--- config.mk ---
export PLATFORM = sky130hd
export DESIGN_NAME = famiclone_detect
export DESIGN_NICKNAME = d
export VERILOG_FILES = /design/src/rtl/famiclone_detect.sv
export SDC_FILE = /design/constraint.sdc
export NUM_CORES = 1
export LEC_CHECK = 0
export CORE_UTILIZATION = 58
export DETAILED_ROUTE_END_ITERATION = 10
export GPL_TIMING_DRIVEN = 0
export PLACE_DENSITY = 0.8
export SLEW_MARGIN = 30
export SYNTH_ARGS = -nofsm -noshare
export SYNTH_HDL_FRONTEND = slang
export SYNTH_SLANG_ARGS = --single-unit
--- constraint.sdc ---
create_clock -name m2 -period 2.4 [get_ports m2]
set_input_delay 0.6 -clock m2 [delete_from_list [all_inputs] [get_ports m2]]
set_output_delay 0.6 -clock m2 [all_outputs]
set_load 0.02 [all_outputs]
--- src/rtl/famiclone_detect.sv ---
// Power-on console-type detector: holds CIRAM /CE and /A13 low during INIT, then
// votes on synchronised PPU reads to tell a new-style famiclone from a classic console.
module famiclone_detect #(
    parameter int unsigned INIT_CYCLES        = 15,
    parameter int unsigned SAMPLES_LO         = 2,
    parameter int unsigned SAMPLES_HI         = 2,
    parameter int unsigned MISMATCH_THRESHOLD = 1,
    parameter int unsigned TIMEOUT_CYCLES     = 65535,
    parameter int unsigned ENABLE             = 1
) (
    input  logic m2,
    input  logic reset,
    input  logic ppu_rd_in,
    input  logic ppu_a13_in,
    input  logic ppu_not_a13_in,
    input  logic rearm,
    output logic hold_low,
    output logic detect_done,
    output logic new_dendy,
    output logic timed_out
);

    localparam int unsigned INIT_W = $clog2(INIT_CYCLES + 1);
    localparam int unsigned TO_W   = (TIMEOUT_CYCLES == 0) ? 1 : $clog2(TIMEOUT_CYCLES + 1);
    localparam int unsigned MM_W   = (MISMATCH_THRESHOLD == 0) ? 1 : $clog2(MISMATCH_THRESHOLD + 1);
    localparam int unsigned LO_W   = (SAMPLES_LO == 0) ? 1 : $clog2(SAMPLES_LO + 1);
    localparam int unsigned HI_W   = (SAMPLES_HI == 0) ? 1 : $clog2(SAMPLES_HI + 1);

    localparam logic [INIT_W-1:0] INIT_LOAD  = INIT_W'(INIT_CYCLES - 1);
    localparam logic [TO_W-1:0]   TO_LAST    = TO_W'((TIMEOUT_CYCLES == 0) ? 0 : TIMEOUT_CYCLES - 1);
    localparam logic [MM_W-1:0]   MM_MAX     = MM_W'(MISMATCH_THRESHOLD);
    localparam logic [LO_W-1:0]   LO_MAX     = LO_W'(SAMPLES_LO);
    localparam logic [HI_W-1:0]   HI_MAX     = HI_W'(SAMPLES_HI);
    localparam logic              TIMEOUT_EN = (TIMEOUT_CYCLES != 0);
    localparam logic              ENABLED    = (ENABLE != 0);

    localparam logic [1:0] ST_INIT   = 2'd0;
    localparam logic [1:0] ST_DETECT = 2'd1;
    localparam logic [1:0] ST_DONE   = 2'd2;
    localparam logic [1:0] ST_RESET  = ENABLED ? ST_INIT : ST_DONE;

    logic [1:0]        state, state_n;
    logic [INIT_W-1:0] init_cnt, init_n;
    logic [TO_W-1:0]   to_cnt, to_n;
    logic [MM_W-1:0]   mm_cnt, mm_n;
    logic [LO_W-1:0]   lo_cnt, lo_n;
    logic [HI_W-1:0]   hi_cnt, hi_n;
    logic              nd_n, tmo_n;

    logic rd_s1, rd_s2, rd_prev;
    logic a13_s1, a13_s2;
    logic na13_s1, na13_s2;
    logic sample_valid, mismatch;

    // A read only counts once /RD has been seen low on two consecutive synced samples
    assign sample_valid = (state == ST_DETECT) && !rd_s2 && !rd_prev;
    assign mismatch     = (a13_s2 == na13_s2);

    // State, counters, synchronisers and registered outputs
    always_ff @(posedge m2) begin
        if (reset) begin
            state       <= ST_RESET;
            init_cnt    <= INIT_LOAD;
            to_cnt      <= '0;
            mm_cnt      <= '0;
            lo_cnt      <= '0;
            hi_cnt      <= '0;
            rd_s1       <= 1'b1;
            rd_s2       <= 1'b1;
            rd_prev     <= 1'b1;
            a13_s1      <= 1'b1;
            a13_s2      <= 1'b1;
            na13_s1     <= 1'b1;
            na13_s2     <= 1'b1;
            hold_low    <= ENABLED;
            detect_done <= !ENABLED;
            new_dendy   <= 1'b0;
            timed_out   <= 1'b0;
        end else begin
            state       <= state_n;
            init_cnt    <= init_n;
            to_cnt      <= to_n;
            mm_cnt      <= mm_n;
            lo_cnt      <= lo_n;
            hi_cnt      <= hi_n;
            rd_s1       <= ppu_rd_in;
            rd_s2       <= rd_s1;
            rd_prev     <= rd_s2;
            a13_s1      <= ppu_a13_in;
            a13_s2      <= a13_s1;
            na13_s1     <= ppu_not_a13_in;
            na13_s2     <= na13_s1;
            hold_low    <= (state_n == ST_INIT);
            detect_done <= (state_n == ST_DONE);
            new_dendy   <= nd_n;
            timed_out   <= tmo_n;
        end
    end

    // Next-state, vote counting and result decision
    always_comb begin
        state_n = state;
        init_n  = init_cnt;
        to_n    = to_cnt;
        mm_n    = mm_cnt;
        lo_n    = lo_cnt;
        hi_n    = hi_cnt;
        nd_n    = new_dendy;
        tmo_n   = timed_out;

        case (state)
            ST_INIT: begin
                if (init_cnt == '0) begin
                    state_n = ST_DETECT;
                    to_n    = '0;
                    mm_n    = '0;
                    lo_n    = '0;
                    hi_n    = '0;
                end else begin
                    init_n = init_cnt - INIT_W'(1);
                end
            end

            ST_DETECT: begin
                if (sample_valid) begin
                    if (mismatch && (mm_cnt != MM_MAX)) mm_n = mm_cnt + MM_W'(1);
                    if (!a13_s2 && (lo_cnt != LO_MAX)) lo_n = lo_cnt + LO_W'(1);
                    if (a13_s2 && (hi_cnt != HI_MAX)) hi_n = hi_cnt + HI_W'(1);
                end
                if (to_cnt != '1) to_n = to_cnt + TO_W'(1);

                // Decisions use counts that already include this cycle's sample
                if (mm_n == MM_MAX) begin
                    state_n = ST_DONE;
                    nd_n    = 1'b1;
                end else if ((lo_n == LO_MAX) && (hi_n == HI_MAX)) begin
                    state_n = ST_DONE;
                end else if (TIMEOUT_EN && (to_cnt == TO_LAST)) begin
                    state_n = ST_DONE;
                    tmo_n   = 1'b1;
                end
            end

            ST_DONE: begin
                if (ENABLED && rearm) begin
                    state_n = ST_INIT;
                    init_n  = INIT_LOAD;
                    nd_n    = 1'b0;
                    tmo_n   = 1'b0;
                end
            end

            default: begin
                state_n = ST_RESET;
                init_n  = INIT_LOAD;
                nd_n    = 1'b0;
                tmo_n   = 1'b0;
            end
        endcase
    end

endmodule

Word level (Yosys, flattened, before mapping)
Cells that the tools add are included.
- output and inout bits: 4
- bits in registers: 38
- logic and storage cells: 94
- bits of input ports: 6
- reduce and logical (&&, ||, !) cells: 18
- mux-type cells: 33
- equal/unequal tests: 18
- $add $sub $neg: 5
- bitwise logic cells: 3
- operator list (kind ; count):
    2-to-1 mux 16 bit ; 2
    case mux 16 bit (2 select lines) ; 1
    2-to-1 mux 2 bit ; 12
    adder 16 x 1 -> 16 bit, second input constant ; 1
    == test 16 bit, second input constant ; 1
    inequality test 16 bit, second input constant ; 1
    inequality test 2 bit, second input constant ; 7
    case mux 4 bit (3 select lines) ; 1
    2-to-1 mux 1 bit ; 9
    AND reduction 3 bit ; 3
    == test 2 bit, second input constant ; 4
    2-to-1 mux 4 bit ; 2
    case mux 2 bit (2 select lines) ; 2
    logical AND 1 bit ; 6
    inequality test 2 x 1 -> 1 bit, second input constant ; 3
    case mux 1 bit (3 select lines) ; 2
    case mux 2 bit (3 select lines) ; 1
    AND reduction 5 bit ; 1
    adder 2 x 1 -> 2 bit, second input constant ; 2
    zero test 2 bit ; 2
    zero test 4 bit ; 1
    subtractor 4 x 1 -> 4 bit, second input constant ; 1
    zero test 1 bit ; 3
    inverter 1 bit ; 3
    6 further kinds ; 6

Depth between registers and ports, before layout
Gate-level depths: netlist of run 1.
- depth in word-level cells: 11
- gate-level depth with buffers: 8
- gate-level depth less buffers: 7

Worst setup path before layout of run 1
Ideal clock, no wire load.
- path kind: register to register
- from: reg init_cnt[0]
- to: reg to_cnt[11]
- setup time: 0.115 ns
- data required time: 2.285 ns
- path buffers: 2
- path slack: 0.514 ns
- data arrival time: 1.771 ns
- cell stages (with the launch flop): 9
- period minus slack after synthesis: 1.886 ns
- path through: dfxtp_1 inv_1 ha_1 or4b_4 or2_2 clkbuf_1 nand2b_1 buf_4 nor2_1
- cells in the longest elaborated chain, start to end: 3
- RTL lines (what ; RTL line ; text):
    start, declared ; 43 ; logic [INIT_W-1:0] init_cnt, init_n;
    start signal, assigned ; 81 ; init_cnt <= init_n;
    zero test 4 bit ; 113 ; if (init_cnt == '0) begin
    inequality test 2 bit (no line) ; - ;
    AND reduction 3 bit (no line) ; - ;
    end signal, assigned ; 82 ; to_cnt <= to_n;
    end, declared ; 44 ; logic [TO_W-1:0] to_cnt, to_n;
No other way between the ends.
A chain may end at the register's enable or synchronous reset.

Final worst setup path of run 1
- from: reg init_cnt[0]
- to: reg to_cnt[5]
The elaborated chain is that of the path after synthesis.

==> results by group, run 1 <==
Outcome
  • Status: finished clean

Synthesis
  • Synth area leader: dfxtp_1
  • Asr flop ratio synth: 0%
  • Syn_area_per_cell: about 8.9 µm²
  • Syn_nets: ~220
  • Sequential share of the synthesized area: 40.1%
  • Post-synth EDFFs: 0
  • Synth top area share: between 40 and 50%
  • Synth Register Bits: 38
  • Synth area leaders: dfxtp_1, xnor2_1, nor2_1
  • Mapped Cells: between 200 and 250
  • Cell variety after synth: 48
  • Post-Syn Area: around 0.0019 mm²
  • Synth Flop Type: dfxtp_1
  • Ys Warns: 0

Global routing
  • Overflow after GRT: 0
  • First-pass GRT wire length: around 7000 µm
  • Gr usage total: a little over a quarter
  • Initial antenna violation count: 0
  • Pin count of the biggest net entering global routing: 12
  • Vias in the first global route: 1508

Setup path
  • Critical-path cell list: inv_1, ha_1, or4b_4, or2_2, clkbuf_1, nand2b_1, buf_4, nor2_1
  • Worst Path Buf+Inv: 3
  • CP max FO: 10
  • Slowest cell delay on critical path: approximately 0.48 ns
  • Slowest CP cell: or4b_4
  • Critical Path Start Type: register
  • Worst path arrival time: ~2.4 ns
  • Crit Path Category: reg -> reg
  • CP Data Required Time: 2.64 ns
  • CP endpoint kind: register
  • CP delay by family, top: simple AND/OR/NAND/NOR gates

Finish
  • Layout cells sized above 1: 13.2%
  • Ant diodes: 0
  • Area grow syn2layout: 11.9%
  • Fin nets: approximately 240
  • Utilization after layout: 68.9%
  • Fillers: between 200 and 300

Clock tree
  • Clk Latency, worst-skew pair: between 0.3 and 0.4 ns
  • CTS max path bufs: 2
  • CTS tree: built
  • CTS sink cnt: 38
  • Root buf cell: clkbuf_4
  • TritonCTS buffer count: 5
  • # Post-CTS Setup Buffers: 0
  • Hold_buf cts: 0
  • CTS clock-pin slew for the worst setup and hold paths: 0.11 ns
  • H-tree levels: 2
  • Resize count post-CTS: 0

Detailed routing
  • Routed wire per std cell: 14.8 µm
  • Via count: approximately 1600
  • Initial drt markers: 100
  • Via-to-Cell Ratio: 5.85
  • DRC: 0
  • Drt pass-1 iters: 4
  • Routed Antenna Nets: 0
  • DRT Wirelength: ~4000 µm

STA
  • Min Tclk post-route: approximately 2.2 ns
  • Setup violations, final: 0
  • Worst-Margin Slew: roughly 0.76 ns
  • Clk_skew: 0.00854 ns
  • RSZ-0062 raised after global routing: false
  • Setup Total Neg Slack: 0 ns
  • Final Hold Vio Count: 0
  • Max_slew headroom: approximately half
  • WHS: about 0.42 ns
  • Fin. max-slew vios: 0
  • Fmax: between 400 and 500 MHz
  • Final Cycle Share: 90.0%

Floorplan
  • Die H: 59.2 µm
  • Initial Utilization: 61.6%
  • Rows: 20
  • Die outline area: around 0.0035 mm²
  • Die width: just under 60 µm
  • IO Pins: 10
  • Core area: 0.00308 mm²

Placement
  • Port bufs: 9
  • Post-DP HPWL: ~2800 µm
  • Placer Congestion: between 0.8 and 0.9

Power and ir drop
  • Tot Pwr: roughly 0.0012 W
  • Peak supply drop: 362 µV
  • Pleak: ~0.67 nW
  • Pwr Density: about 540 mW/mm²

Worst hold path
  • Hold/Removal Path Class: reg -> reg

Flow run
  • Max Cap Violations: 0
kinds of logic (layout without fill, tap and decap cells):
group / count (synthesis) / after routing / share of synthesized area [%]
multiplexers: 5 / 5 / 2.77
adder cells (fa/ha/maj): 5 / 5 / 3.30
buffers and inverters: 17 / 33 / 3.70
flip-flops: 38 / 38 / 40.1
AO/OA/AOI/OAI: 44 / 44 / 17.0
XOR/XNOR: 16 / 16 / 7.39
AND/OR/NAND/NOR: 87 / 87 / 25.7
cells in the mapped netlist (all sizes together) (3+ instances only):
library cell / number
dfxtp: 38
a211oi: 5
nand4: 5
a21oi: 14
nor3: 11
o21ai: 6
clkbuf: 4
nand2: 16
nand2b: 4
nor2: 22
buf: 3
ha: 5
mux2i: 3
xnor2: 15
a21o: 3
nand3: 6
inv: 10
or2: 8
sequential cells by signal, summed over array words and instances, names as in the netlist, 2 cells and up:
name,count
init_cnt,4
to_cnt,16
hi_cnt,2
lo_cnt,2
state,2
metal layers:
layer	vias to the layer above	GRT usage [%]	share of wire, %
met5	-	0	0
met4	0	9.52	1.3
met3	7	7.21	4.4
met2	44	42.7	47
met1	756	35.3	47
li1	784	-	-
metrics by stage:
step           instance area, µm²  cells  setup slack, ns
2_1_floorplan                1900    212            0.514
3_3_place_gp                 2040    265            0.158
3_5_place_dp                 2040    265           0.0876
4_1_cts                      2120    272            0.261
5_1_grt                      2120    272            0.128
6_report                     2120    272            0.239
worst paths after layout:
| check | slack [ns] | startpoint | to | cells after the start |
|---|---|---|---|---|
| setup reg to reg | 0.24 | init_cnt[0] | to_cnt[5] | 8 |
| hold / removal | 0.42 | rd_s1 | rd_s2 | 1 |
| setup / recovery | 0.24 | init_cnt[0] | to_cnt[5] | 8 |
| hold reg to reg | 0.42 | rd_s1 | rd_s2 | 1 |
placed cells by master, fill, tap and decap left out, types with 3 or more instances in the layout:
master / synthesis / final
dfxtp_1: 38 / 38
nor2_1: 21 / 21
nand2_1: 16 / 16
xnor2_1: 15 / 15
a21oi_1: 14 / 14
nor3_1: 11 / 11
inv_1: 10 / 10
clkdlybuf4s50_1: 0 / 9
or2_2: 8 / 8
o21ai_0: 6 / 6
nand3_1: 6 / 6
nand4_1: 5 / 5
a211oi_1: 5 / 5
ha_1: 5 / 5
clkbuf_4: 0 / 5
nand2b_1: 4 / 4
clkbuf_1: 4 / 4
mux2i_1: 3 / 3
a21o_1: 3 / 3
power by group:
part           switching, W  total [W]  internal [W]
combinational     0.0000260  0.0000527     0.0000267
sequential        0.0000105   0.000653      0.000643
clock              0.000203   0.000446      0.000243
layout make-up:
| cell class | instances | area (µm²) | share of cell area [%] |
|---|---|---|---|
| Multi-Input combinational cell | 157 | 1060 | 50.2 |
| Sequential cell | 38 | 761 | 35.8 |
| Timing Repair Buffer | 9 | 90.1 | 4.25 |
| Tap cell | 44 | 55.1 | 2.59 |
| Clock buffer | 6 | 51.3 | 2.42 |
| Inverter | 10 | 37.5 | 1.77 |
| Buffer | 7 | 32.5 | 1.53 |
| Clock inverter | 1 | 30.0 | 1.42 |
Note: power is estimated with default switching activity, not from simulation.
==> inputs of run 2 (changes only) <==
--- a/config.mk
+++ b/config.mk
@@ -6,6 +6,7 @@
 export NUM_CORES = 1
 export LEC_CHECK = 0
 export CORE_UTILIZATION = 58
+export CTS_CLUSTER_SIZE = 20
 export DETAILED_ROUTE_END_ITERATION = 10
 export GPL_TIMING_DRIVEN = 0
 export PLACE_DENSITY = 0.8
==> constraint.sdc (replaced) <==
create_clock -name m2 -period 2.4 [get_ports m2]
set_input_delay 0.36 -clock m2 [delete_from_list [all_inputs] [get_ports m2]]
set_output_delay 0.36 -clock m2 [all_outputs]
set_load 0.02 [all_outputs]
==> results of run 2 <==
Same layout as run 1: the final DEF is identical, and so are final timing and power.
Among the figures that moved: setup slack after placement 0.0876 ns -> 0.297 ns
==> inputs of run 3 (changes only) <==
--- a/config.mk
+++ b/config.mk
@@ -5,11 +5,14 @@
 export SDC_FILE = /design/constraint.sdc
 export NUM_CORES = 1
 export LEC_CHECK = 0
-export CORE_UTILIZATION = 58
+export ABC_AREA = 1
+export CORE_MARGIN = 1.5
+export CORE_UTILIZATION = 59
 export CTS_CLUSTER_SIZE = 20
 export DETAILED_ROUTE_END_ITERATION = 10
 export GPL_TIMING_DRIVEN = 0
-export PLACE_DENSITY = 0.8
+export PLACE_DENSITY = 0.81
+export SETUP_SLACK_MARGIN = 0.3
 export SLEW_MARGIN = 30
 export SYNTH_ARGS = -nofsm -noshare
 export SYNTH_HDL_FRONTEND = slang
==> run 3 against run 2 <==
Final cell count rose by 26%. Critical path depth rose by 2. Count of clock-buffer cells in the layout did not move. First-iteration DRC count fell by 40%. Global-route usage fell by 3.0 points. Total power fell by 8.5%. Critical path type unchanged. Critical endpoint is now init_cnt[2]. Largest cell class unchanged. Highest routed layer unchanged.
==> results by group, run 3 <==
Outcome
  • Status: finished clean

Setup path
  • CP Data Required Time: 2.64 ns (about the same)
  • CP max FO: 5 (-5)
  • CP endpoint kind: register
  • Critical Path Start Type: register
  • Crit Path Category: reg -> reg
  • Worst path arrival time: 1.95 ns (-0.45 ns)

Clock tree
  • CTS sink cnt: 38 (unchanged)
  • CTS max path bufs: 2 (unchanged)
  • Clk Latency, worst-skew pair: 0.35 ns (about the same)
  • Hold_buf cts: 0 (unchanged)
  • H-tree levels: 2 (unchanged)
  • # Post-CTS Setup Buffers: 0 (unchanged)
  • Resize count post-CTS: 0 (unchanged)
  • TritonCTS buffer count: 5 (unchanged)
  • CTS tree: built
  • Root buf cell: clkbuf_4
  • CTS clock-pin slew for the worst setup and hold paths: 0.11 ns (about the same)

Finish
  • Ant diodes: 0 (unchanged)
  • Utilization after layout: 70.0% (+1.1 points)
  • Most common cell after layout, fill and taps aside: nand2_1
  • Max FFs per register: 16 (unchanged)
  • Largest reg by FF count: to_cnt
  • Layout cells sized above 1: 13.0% (-0.16 points)
  • Regs by FF count: to_cnt: 16 flops, init_cnt: 4 flops
  • Fillers: 290 (+12%)
  • Fin nets: 310 (+30%)
  • Most frequent cells in the layout: nand2_1, dfxtp_1, inv_1
  • Area grow syn2layout: 10.6%
  • Finished Cell Area: 0.00217 mm² (+2.4%)

Synthesis
  • Synth cell count leaders: nand2_1, dfxtp_1, inv_1
  • Synth area leaders: dfxtp_1, nand2_1, a21oi_1
  • Most common cell in the netlist: nand2_1
  • Synth top area share: 38.8% (-1.4 points)
  • Mapped Cells: 283 (+33%)
  • Synth Register Bits: 38 (unchanged)
  • Ys Warns: 0 (unchanged)
  • Asr flop ratio synth: 0% (unchanged)
  • Sequential share of the synthesized area: 38.8% (-1.4 points)
  • Syn_nets: 294 (+32%)
  • Post-Syn Area: 0.00196 mm² (+3.6%)
  • Synth Flop Type: dfxtp_1
  • Post-synth EDFFs: 0 (unchanged)
  • Syn_area_per_cell: 6.94 µm² (-22%)
  • Synth area leader: dfxtp_1
  • Cell variety after synth: 27 (-44%)

Power and ir drop
  • Peak supply drop: 395 µV (+9.2%)
  • Pleak: 0.859 nW (+27%)
  • Pwr Density: 485 mW/mm² (-11%)

Placement
  • Port bufs: 9 (unchanged)
  • Placer Congestion: 0.856 (+6.5%)
  • Placed Instance Area: 0.00211 mm² (+3.3%)
  • Post-DP HPWL: 2870 µm (+0.80%)

Detailed routing
  • Via-to-Cell Ratio: 5.02 (-14%)
  • Routed wire per std cell: 11.0 µm (-25%)
  • Drt pass-1 iters: 4 (unchanged)
  • DRC: 0 (unchanged)
  • DRT Wirelength: 3790 µm (-5.6%)
  • Via count: 1726 (+8.5%)
  • Initial drt markers: 60 (-40%)
  • Routed Antenna Nets: 0 (unchanged)

Floorplan
  • Initial Utilization: 63.3% (+1.7 points)
  • Rows: 20 (unchanged)
  • Core area: 0.00310 mm² (+0.81%)
  • Die width: 60.7 µm (+2.6%)
  • Die outline area: 0.00368 mm² (+5.2%)
  • IO Pins: 10 (unchanged)
  • Die H: 60.7 µm (+2.6%)

STA
  • Setup violations, final: 0 (unchanged)
  • Clk_skew: 0.0114 ns (+0.00287 ns)
  • Max_slew headroom: 65.7% (+17 points)
  • Min Tclk post-route: 1.71 ns (-0.450 ns)
  • Setup Total Neg Slack: 0 ns (unchanged)
  • RSZ-0062 raised after global routing: false
  • Fmax: 584 MHz (+26%)
  • Final Cycle Share: 71.3% (-19 points)
  • Worst-Margin Slew: 0.514 ns (-0.247 ns)
  • Fin. max-slew vios: 0 (unchanged)
  • Final Hold Vio Count: 0 (unchanged)

Global routing
  • Initial antenna violation count: 0 (unchanged)
  • Gr usage total: 23.9% (-3.0 points)
  • Pin count of the biggest net entering global routing: 13 (+1)
  • First-pass GRT wire length: 6440 µm (-7.5%)
  • Vias in the first global route: 1543 (+2.3%)
  • Overflow after GRT: 0 (unchanged)

Worst hold path
  • Hold/Removal Path Class: reg -> reg

Flow run
  • Max Cap Violations: 0 (unchanged)
[run 3: report_power, final]
| part | switching [W] | internal [W] |
|---|---|---|
| Combinational | 0.0000277 | 0.0000220 |
| Sequential | 0.00000683 | 0.000642 |
| Clock | 0.000214 | 0.000141 |
| Total | 0.000249 | 0.000805 |
[run 3: cell type report]
cell class	count	area, µm²	area share (%)
clock buffers	6	51.3	2.36
clock inverters	2	12.5	0.576
well taps	44	55.1	2.53
repair buffers	9	90.1	4.15
inverters	33	124	5.70
plain buffers	4	32.5	1.50
multi-input cells	208	1050	48.2
flip-flops and latches	38	761	35.0
[run 3: final timing paths]
path,startpoint,endpoint,slack (ns),cells after the start
hold reg to reg,na13_s1,na13_s2,0.41,1
setup reg to reg,init_cnt[0],init_cnt[2],0.69,10
setup / recovery,init_cnt[0],init_cnt[2],0.69,10
hold / removal,na13_s1,na13_s2,0.41,1
[run 3: cells by family after synthesis]
group / share of synthesized area [%]
buffers and inverters: 7.97
and+or+nand+nor: 38.6
xor gates and xnor gates: 3.12
DFF: 38.8
adders and majority gates: 3.19
AOI/OAI and AO/OA: 8.35
[run 3: metrics by stage]
step / setup slack (ns) / total power, W / cells / hold WS [ns]
3_5_place_dp: 0.702 / 0.000714 / 336 / 0.399
6_report: 0.689 / 0.00105 / 344 / 0.415
5_1_grt: 0.483 / 0.00110 / 344 / 0.426
4_1_cts: 0.683 / 0.00106 / 344 / 0.414
2_1_floorplan: 0.944 / 0.000694 / 283 / 0.389
3_3_place_gp: 0.720 / 0.000712 / 336 / 0.391
[run 3: layer usage]
| layer | routed length (µm) | up-vias | part of all wire [%] | GRT usage, % |
|---|---|---|---|---|
| li1 | - | 930 | - | - |
| met1 | 1820 | 772 | 48 | 27.7 |
| met2 | 1780 | 20 | 47 | 41.9 |
| met3 | 112 | 4 | 3.0 | 5.76 |
| met4 | 70 | 0 | 1.8 | 10.2 |
| met5 | 0 | - | 0 | 0 |
[run 3: critical path, stage by stage, from the launching register on]
cell	delay [ns]
dfxtp_1	0.35
inv_1	0.07
ha_1	0.20
inv_1	0.06
nor2_1	0.05
nand2_1	0.16
nand2_1	0.09
nor2_1	0.24
inv_1	0.14
o21ai_0	0.16
nand3_1	0.09
